[src/rtl/ysyx_23060278_ifu_seq.sv]
// Multi-cycle fetch/commit sequencer: req/gnt/rvalid instruction fetch, single-cycle commit window, halt on ebreak.
// Optional fetch watchdog enabled by defining YSYX_23060278_FETCH_TIMEOUT_EN.
module ysyx_23060278_ifu_seq #(
    parameter int TIMEOUT_CYCLES = 255,
    parameter int CNT_W          = 8
) (
    input  logic        clk,
    input  logic        rst,
    input  logic [31:0] pc,
    output logic        imem_req,
    output logic [31:0] imem_addr,
    input  logic        imem_gnt,
    input  logic        imem_rvalid,
    input  logic [31:0] imem_rdata,
    output logic [31:0] inst,
    output logic        inst_valid,
    output logic        pc_wen,
    output logic        reg_wen_gate,
    input  logic        halt_req,
    output logic        halted,
    output logic [31:0] instret,
    output logic        fetch_err
);

    typedef enum logic [2:0] {
        S_IDLE,
        S_REQ,
        S_RESP,
        S_EXEC,
        S_HALT
    } state_t;

    state_t state_reg;
    state_t state_next;
    logic   inst_load;
    logic   timeout_hit;

    // Empty guard block: the counter must be able to represent the timeout limit.
    if (TIMEOUT_CYCLES >= (1 << CNT_W)) begin : g_timeout_exceeds_counter
    end

    always_ff @(posedge clk or negedge rst) begin
        if (!rst) begin
            state_reg <= S_IDLE;
        end else begin
            state_reg <= state_next;
        end
    end

    always_comb begin
        state_next   = state_reg;
        imem_req     = 1'b0;
        imem_addr    = 32'd0;
        inst_valid   = 1'b0;
        pc_wen       = 1'b0;
        reg_wen_gate = 1'b0;
        inst_load    = 1'b0;
        case (state_reg)
            S_IDLE: state_next = S_REQ;
            S_REQ: begin
                imem_req  = 1'b1;
                imem_addr = pc;
                if (imem_gnt) begin
                    if (imem_rvalid) begin
                        inst_load  = 1'b1;
                        state_next = S_EXEC;
                    end else begin
                        state_next = S_RESP;
                    end
                end
            end
            S_RESP: begin
                // A response arriving on the timeout cycle still wins.
                if (imem_rvalid) begin
                    inst_load  = 1'b1;
                    state_next = S_EXEC;
                end else if (timeout_hit) begin
                    state_next = S_HALT;
                end
            end
            S_EXEC: begin
                inst_valid = 1'b1;
                if (halt_req) begin
                    state_next = S_HALT;
                end else begin
                    pc_wen       = 1'b1;
                    reg_wen_gate = 1'b1;
                    state_next   = S_REQ;
                end
            end
            S_HALT:  state_next = S_HALT;
            default: state_next = S_IDLE;
        endcase
    end

    always_ff @(posedge clk or negedge rst) begin
        if (!rst) begin
            inst    <= 32'd0;
            instret <= 32'd0;
            halted  <= 1'b0;
        end else begin
            if (inst_load) begin
                inst <= imem_rdata;
            end
            if (pc_wen) begin
                instret <= instret + 32'd1;
            end
            if (state_next == S_HALT) begin
                halted <= 1'b1;
            end
        end
    end

`ifdef YSYX_23060278_FETCH_TIMEOUT_EN
    localparam logic [CNT_W-1:0] CNT_LAST = CNT_W'(TIMEOUT_CYCLES - 1);

    logic [CNT_W-1:0] wait_cnt_reg;

    // Count reaches the limit on the edge that closes the last permitted RESP cycle.
    assign timeout_hit = (wait_cnt_reg == CNT_LAST);

    always_ff @(posedge clk or negedge rst) begin
        if (!rst) begin
            wait_cnt_reg <= '0;
            fetch_err    <= 1'b0;
        end else begin
            if (state_reg == S_REQ && imem_gnt && !imem_rvalid) begin
                wait_cnt_reg <= '0;
            end else if (state_reg == S_RESP && !imem_rvalid) begin
                wait_cnt_reg <= wait_cnt_reg + 1'b1;
            end
            if (state_reg == S_RESP && !imem_rvalid && timeout_hit) begin
                fetch_err <= 1'b1;
            end
        end
    end
`else
    assign timeout_hit = 1'b0;
    assign fetch_err   = 1'b0;
`endif

endmodule

[config.mk]
export PLATFORM = sky130hd
export DESIGN_NAME = ysyx_23060278_ifu_seq
export DESIGN_NICKNAME = d
export VERILOG_FILES = /design/src/rtl/ysyx_23060278_ifu_seq.sv
export SDC_FILE = /design/constraint.sdc
export NUM_CORES = 1
export LEC_CHECK = 0
export BUFFER_PORTS_ARGS = -buffer_cell sky130_fd_sc_hd__buf_2
export CORE_ASPECT_RATIO = 1.5
export CORE_MARGIN = 3
export CORE_UTILIZATION = 41
export DETAILED_ROUTE_END_ITERATION = 16
export GPL_TIMING_DRIVEN = 0
export PLACE_DENSITY = 0.77
export SKIP_CTS_REPAIR_TIMING = 1
export SLEW_MARGIN = 20
export SYNTH_ARGS = -nofsm -noshare
export SYNTH_HDL_FRONTEND = slang
export SYNTH_SLANG_ARGS = --single-unit
[constraint.sdc]
create_clock -name clk -period 1.5 [get_ports clk]
set_input_delay 0.075 -clock clk [delete_from_list [all_inputs] [get_ports clk]]
set_output_delay 0.075 -clock clk [all_outputs]
set_load 0.01 [all_outputs]
==> reports/metrics.yaml, run 1 <==
synth_edf_count: 0
ant_nets: 0
p_comb_frac: 0.505
yosys-top-cells-area: "dfrtp_1 52%, mux2_4 14%, xnor2_1 7.0%"
areaGrowthSynthToFinish_pct: 71.4
syn_inst: 257
clockPowerShare: 0.200
detail_route.wl_per_cell_um: 17.0
dr.pass1.iters: 4
antenna_found_initial: 0
cts_sinks: 68
finalPower_uw: 9310
n_antenna_cell: 0
swShare: 0.315
period_minus_slack_ps: 1700
initial_core_util: 0.425
violations: "hold timing, setup timing"
first_iter_violations: 95
place_area_mm2: 0.00429
critPathKind: "flop to flop"
setup_viol: 78
ys_seq_elements: 68
cts_buffers: 9
cp.required_ps: 1710
yosysTopAreaCell: "dfrtp_1"
whs_ps: -3.28
slowest_stage: "dfrtp_2"
layout_worst_path_cycle_share: 1.13
yosysWarnings: 0
clkTransAtPathRegs_ps: 50
placedCellCount: 529
hpwl_mm: 6.42
htreeDepth: 3
fin_ws_ps: -200
wirelength_mm: 10.2
grt-busiest-layer: "met2"
cts_tree: "done"
grt_overflow: 0
ioPinCount: 171
hold_violations: 1
layout.nets: 566
crit_fanout: 8
seq_power_share: 0.295
design.die.area_mm2: 0.00912
grt_max_degree: 40
drc: 0
holdCritPathClass: "input pin to flop"
first_global_vias: 2730
status: "finished with violations"
avgSynthCellArea_um2: 12.7
synth_area_mm2: 0.00327
grtUsageMet2: 0.341
grt.met3_usage: 0.0490
coreArea_mm2: 0.00771
yosysSeqAreaShare: 0.520
max-vdd-ir-drop_uv: 1160
synth_cell_types: 34
p_int_uw: 6380
switching_power_uw: 2930
cp-start-kind: "flop"
stdcell_area_mm2: 0.00561
max_cap_violations: 0
use_met1: 0.207
power_density_mw_per_mm2: 1660
clk_latency_ps: 330
vias: 2920
rsz0062_at_grt: "true"
portBuffers: 169
root_buffer: "clkbuf_16"
grt_pass1_wl_mm: 13.3
crit_path_end_kind: "flop"
row_count: 39
fmax_mhz: 588
die_w_um: 79.0
chipHeight_um: 115
cpPeakStageDelay_ps: 470
synth_top_area_share: 0.520
synth_nets: 327
viasPerCell: 4.86
crit_arrival_ps: 1910
clock_skew_ps: 5.90
layout-drive-gt1-share: 0.631
crit_chain: "nand3b_1 -> a21oi_2 -> and2_4 -> buf_12 -> clkbuf_16 -> mux2_4"
synth_flop_cell: "dfrtp_1"
gp_congestion: 0.880
maxSlewViolCount: 0
leakage_uw: 0.00288
grt_usage: 0.190
async_reset_ff_frac: 1.00
finalNonFillerCells: 601
clockBufferDepth: 2
[kinds of logic (layout without fill, tap and decap cells)]
kind of cell               count (synthesis)  after routing  synth area share
xor gates and xnor gates                  31             31            0.0829
and+or+nand+nor                          105            105             0.208
AOI/OAI and AO/OA                          4              4           0.00802
DFF                                       68             68             0.520
adders and majority gates                  1              1           0.00382
muxes                                     32             32             0.144
buffers and inverters                     15            257            0.0321
other                                      1              1           0.00115
[critical path, delay by kind of cell (launching register included)]
kind / cells / cell delay [ps]
flops: 1 / 470
mux: 1 / 300
compound gates: 1 / 150
buf+inv: 2 / 300
simple gates: 2 / 360
[synthesized netlist by cell type (2+ instances only)]
master    count
nor2_1        5
xnor2_1      26
nand3_1      12
nor4_4        2
mux2_2        2
dfrtp_1      68
and3_1        9
mux2_4       30
nand4_1      10
clkbuf_1      4
and2_1       33
buf_4         5
nor3_4        2
nand2_1      16
and4_1        5
inv_1         2
nand4b_1      2
xor2_1        5
buf_6         4
[placed cells by master, fill, tap and decap left out, types with 2 or more instances in the layout]
master,n
buf_4,17
nand4_1,10
dlygate4sd3_1,32
buf_12,6
nand3_2,2
xnor2_1,25
nand2_4,2
xor2_1,5
buf_2,135
nor2_4,2
nand3_1,8
and2_4,32
nor2_1,4
dfrtp_1,60
buf_6,47
nor4_4,2
mux2_4,30
dfrtp_2,8
nand3_4,3
nor3_4,2
mux2_2,2
nand2_1,13
clkbuf_1,2
nand4b_1,2
and4_1,4
and3_1,9
clkbuf_16,12
[layout make-up]
cell class	count	area, um2
Fill cell	531	2100
Sequential cell	68	1710
Timing Repair Buffer	230	1700
Multi-Input combinational cell	174	1640
Clock buffer	12	246
Buffer	11	159
Tap cell	102	128
Clock inverter	2	12.5
Inverter	2	10.0
[routing by layer]
| layer | part of all wire | wire (um) | vias up |
|---|---|---|---|
| met3 | 0.065 | 668 | 17 |
| met4 | 0.026 | 268 | 0 |
| met2 | 0.57 | 5830 | 129 |
| li1 | - | - | 1356 |
| met5 | 0 | 0 | - |
| met1 | 0.34 | 3470 | 1418 |
[power groups by stage]
stage	Clock, uW	Combinational (uW)	Sequential (uW)
after floorplan	0	1720	2950
after global placement	0	3150	2700
after detailed placement	0	3200	2740
after CTS	1900	3220	2710
after global routing	1990	4970	2810
final	1860	4700	2750
[per-stage QoR]
step | setup WS [ps] | utilization | setup TNS, ps
global route | -239 | 0.728 | -14600
detailed placement | -212 | 0.556 | -13820
floorplan | -48.9 | - | -1470
global placement | -171 | 0.553 | -10150
finish | -200 | 0.728 | -8870
CTS | -589 | 0.589 | -26390
[worst paths after layout]
path,endpoint,from,slack [ps],cells after the start
max in group asynchronous,inst[18],rst,750,3
hold reg to reg,instret[31],instret[31],470,1
setup / recovery,inst[0],state_reg[1],-200,6
hold / removal,inst[18],imem_rdata[18],-3,2
min in group asynchronous,instret[5],rst,220,2
setup reg to reg,inst[0],state_reg[1],-200,6
Note: power is estimated with default switching activity, not from simulation.
==> inputs of run 2 (changes only) <==
Settings changed: PLACE_DENSITY 0.77 to 0.75.
==> run 2 against run 1 <==
  * The run still ends with hold timing, setup timing left
  * Critical path type unchanged
  * Utilization is 2.0 points lower
  * Via count is 0.82% lower
  * Largest cell class unchanged
  * Critical path depth stayed put
  * Global-route usage is 0.50 points lower
  * Worst hold slack worse by 7.9 ps
  * Die area stayed put
  * Cell area is 2.8% lower
  * Combinational power is 3% lower
  * Clock-buffer cell count is 2 higher
  * Setup slack better by 14 ps
  * Critical endpoint is now inst[3]
  * Power is 1.5% lower
==> reports/metrics.yaml, run 2 (synthesized netlist as in run 1, its figures left out) <==
status: "finished with violations"
violations: "hold timing, setup timing"
rsz0062_at_grt: "true"
cp.required_ps: 1700
cts_tree: "done"
first_iter_violations: 102
design.die.area_mm2: 0.00912
cts_sinks: 68
hold_violations: 3
detail_route.wl_per_cell_um: 16.6
htreeDepth: 3
period_minus_slack_ps: 1690
hold_path_depth: 2
max-vdd-ir-drop_uv: 1160
grt_overflow: 0
initial_core_util: 0.425
clkTransAtPathRegs_ps: 50
layout_common_cells: "143 x buf_2, 60 x dfrtp_1, 36 x buf_6, 30 x mux2_4, 30 x dlygate4sd3_1"
crit_chain: "nand3b_1 -> a21oi_2 -> and2_4 -> buf_12 -> clkbuf_16 -> mux2_4"
row_count: 39
coreArea_mm2: 0.00771
power_density_mw_per_mm2: 1680
max_cap_violations: 0
chipHeight_um: 115
stdcell_area_mm2: 0.00546
setup_viol: 66
reg2reg_depth: 6
leakage_uw: 0.00282
antenna_found_initial: 0
place_area_mm2: 0.00429
hpwl_mm: 6.37
slowest_stage: "dfrtp_2"
vias: 2896
rrSetupSlack_ps: -190
clk_latency_ps: 320
n_antenna_cell: 0
crit_path_end_kind: "flop"
first_global_vias: 2813
holdCritPathClass: "input pin to flop"
die_w_um: 79.0
hold_start: "imem_rdata[22]"
whs_ps: -11.2
r2r-end: "inst[3]"
wirelength_mm: 9.93
ioPinCount: 171
grt_usage: 0.185
areaGrowthSynthToFinish_pct: 66.6
whs_endpoint: "inst[22]"
timing.rr.start: "state_reg[1]"
clockBufferDepth: 2
final_common_cell: "buf_2"
critPathKind: "flop to flop"
cp-start-kind: "flop"
grt_max_degree: 52
layout-drive-gt1-share: 0.604
finalPower_uw: 9170
viasPerCell: 4.83
maxSlewViolCount: 0
tns_ps: -8370
fin_ws_ps: -187
fmax_mhz: 593
ant_nets: 0
preCtsSetupSlack_ps: -191
layout_worst_path_cycle_share: 1.12
cts_buffers: 9
drc: 0
portBuffers: 169
crit_fanout: 8
crit_arrival_ps: 1890
root_buffer: "clkbuf_16"
grt_pass1_wl_mm: 13.0
dr.pass1.iters: 4
layout.nets: 563
clock_skew_ps: 2.22
gp_congestion: 0.949
cpPeakStageDelay_ps: 460
[run 2: worst max path at each step]
| stage | startpoint | end | slack (ps) | cells past startpoint |
|---|---|---|---|---|
| floorplan | state_reg[0] | inst[0] | -50 | 6 |
| global placement | state_reg[2] | instret[9] | -170 | 5 |
| detailed placement | state_reg[1] | inst[19] | -190 | 6 |
| CTS | state_reg[1] | imem_addr[14] | -520 | 4 |
| global route | state_reg[1] | inst[26] | -230 | 6 |
| finish | state_reg[1] | inst[3] | -190 | 6 |
[run 2: cell type report]
type / count / area, um2
Timing Repair Buffer: 226 / 1600
Fill cell: 534 / 2250
Inverter: 2 / 7.51
Sequential cell: 68 / 1710
Clock buffer: 14 / 254
Tap cell: 102 / 128
Multi-Input combinational cell: 174 / 1580
Clock inverter: 2 / 10.0
Buffer: 12 / 166
[run 2: routing by layer]
metal	vias to the layer above	track usage	wire, um
met1	1380	0.207	3440
li1	1348	-	-
met2	136	0.318	5410
met5	-	0	0
met3	32	0.0218	569
met4	0	0.141	510
[run 2: worst max-delay path, delay by kind of cell (launching register included)]
family                 cells  cell delay [ps]
buffers and inverters      2              300
flip-flops                 1              460
AO/OA/AOI/OAI              1              150
multiplexers               1              300
AND/OR/NAND/NOR            2              360
[run 2: metrics by stage]
step,std cells,utilization
2_1_floorplan,257,-
3_3_place_gp,528,0.553
3_5_place_dp,529,0.557
4_1_cts,545,0.591
5_1_grt,600,0.708
6_report,600,0.708
[run 2: report_power, final]
part / switching (uW) / leakage, uW / internal (uW)
clock: 714 / 0.000131 / 1160
combinational: 1790 / 0.00183 / 2750
sequential: 376 / 0.000853 / 2370
==> inputs of run 3 (changes only) <==
Settings changed: CORE_ASPECT_RATIO 1.5 to 0.75.
==> run 3 against run 2 <==
  * The flow finishes with violations (setup timing)
  * Clock power shrank 26%
  * Critical endpoint is now inst[20]
  * Non-clock buffer count is 11 higher
  * Via count fell by 1.5%
  * Critical path depth did not move
  * Power decreased by 6.2%
  * Setup slack improved by 14 ps
  * Sequential power hardly changed
  * Largest power group unchanged
==> reports/metrics.yaml, run 3 (synthesized netlist as in run 1, its figures left out) <==
status: "finished with violations"
violations: "setup timing"
clock_skew_ps: 6.90
layout_common_cells: "148 x buf_2, 58 x dfrtp_1, 34 x dlygate4sd3_1, 33 x buf_6, 32 x mux2_4"
crit_chain: "nand3b_1 -> a21oi_2 -> and2_4 -> buf_12 -> buf_12 -> mux2_4"
maxSlewViolCount: 0
first_iter_violations: 95
holdCritPathClass: "input pin to flop"
crit_arrival_ps: 1890
grt_pass1_wl_mm: 12.9
die_w_um: 109
rrSetupSlack_ps: -170
fin_ws_ps: -172
chipHeight_um: 83.4
max_cap_violations: 0
cp.required_ps: 1710
layout-drive-gt1-share: 0.619
clkTransAtPathRegs_ps: 70
grt_max_degree: 42
row_count: 27
initial_core_util: 0.435
dr.pass1.iters: 4
crit_top_cell: "buf_12"
n_antenna_cell: 0
whs_ps: 29.3
hold_violations: 0
gp_congestion: 0.782
antenna_found_initial: 0
hpwl_mm: 6.18
period_minus_slack_ps: 1670
coreArea_mm2: 0.00753
crit_fanout: 10
final_common_cell: "buf_2"
cts_buffers: 9
ant_nets: 0
areaGrowthSynthToFinish_pct: 65.7
critPathKind: "flop to flop"
root_buffer: "clkbuf_8"
stdcell_area_mm2: 0.00543
cts_sinks: 68
crit_path_end_kind: "flop"
wirelength_mm: 9.37
rsz0062_at_grt: "true"
grt_overflow: 0
cpPeakStageDelay_ps: 460
finalPower_uw: 8600
grt_usage: 0.178
first_global_vias: 2658
viasPerCell: 4.69
layout_worst_path_cycle_share: 1.11
drc: 0
clk_latency_ps: 330
vias: 2853
cp-start-kind: "flop"
layout.nets: 574
detail_route.wl_per_cell_um: 15.4
power_density_mw_per_mm2: 1590
place_area_mm2: 0.00428
htreeDepth: 3
ioPinCount: 171
setup_viol: 82
slowest_stage: "dfrtp_2"
clockBufferDepth: 2
max-vdd-ir-drop_uv: 1090
path_buf_inv: 2
fmax_mhz: 598
design.die.area_mm2: 0.00911
crit_family: "flip-flops"
leakage_uw: 0.00281
cts_tree: "done"
portBuffers: 169
-- run 3: cell count changes in the layout (fill, tap and decap cells not counted), moves of 3 or more --
| cell | change |
|---|---|
| clkbuf_16 | -11 |
| clkbuf_8 | +8 |
| buf_4 | +7 |
| buf_2 | +5 |
| clkbuf_1 | -4 |
| dlygate4sd3_1 | +4 |
| and2_1 | +3 |
| and2_4 | -3 |
| buf_6 | -3 |
-- run 3: power breakdown --
group	leakage (uW)	internal (uW)	total [uW]	switching, uW
sequential	0.000850	2370	2730	358
clock	0.0000870	742	1390	648
combinational	0.00187	2720	4480	1760
total	0.00281	5830	8600	2770
-- run 3: path summary, 6_finish.rpt --
| kind | cells past startpoint | startpoint | to |
|---|---|---|---|
| max | 6 | state_reg[1] | inst[20] |
| min | 3 | imem_gnt | state_reg[1] |
| max reg2reg | 6 | state_reg[1] | inst[20] |
| min reg2reg | 1 | instret[31] | instret[31] |
| max in group asynchronous | 3 | rst | instret[19] |
| min in group asynchronous | 2 | rst | instret[30] |
-- run 3: worst reg2reg max path, stage by stage, from the launching register on --
cell      delay, ps
dfrtp_2         460
nand3b_1        190
a21oi_2         150
and2_4          170
buf_12          130
buf_12          150
mux2_4          310
-- run 3: cell type report --
cell class | count | area, um2
Clock buffer | 9 | 124
Sequential cell | 68 | 1710
Fill cell | 518 | 2110
Timing Repair Buffer | 237 | 1630
Inverter | 2 | 10.0
Buffer | 12 | 166
Clock inverter | 5 | 55.1
Multi-Input combinational cell | 174 | 1600
Tap cell | 101 | 126
-- run 3: per-stage QoR --
step	instances	setup slack, ps	setup TNS (ps)	utilization
floorplan	257	-48.9	-1470	-
global placement	527	-179	-10930	0.566
detailed placement	528	-246	-15430	0.569
CTS	542	-602	-28820	0.592
global route	608	-230	-15630	0.720
finish	608	-172	-8580	0.720
-- run 3: routing by layer --
| metal | track usage | vias to the layer above | wire length [um] |
|---|---|---|---|
| met5 | 0 | - | 0 |
| met4 | 0.0419 | 0 | 89 |
| met3 | 0.0591 | 8 | 685 |
| li1 | - | 1369 | - |
| met2 | 0.312 | 106 | 4800 |
| met1 | 0.209 | 1370 | 3790 |
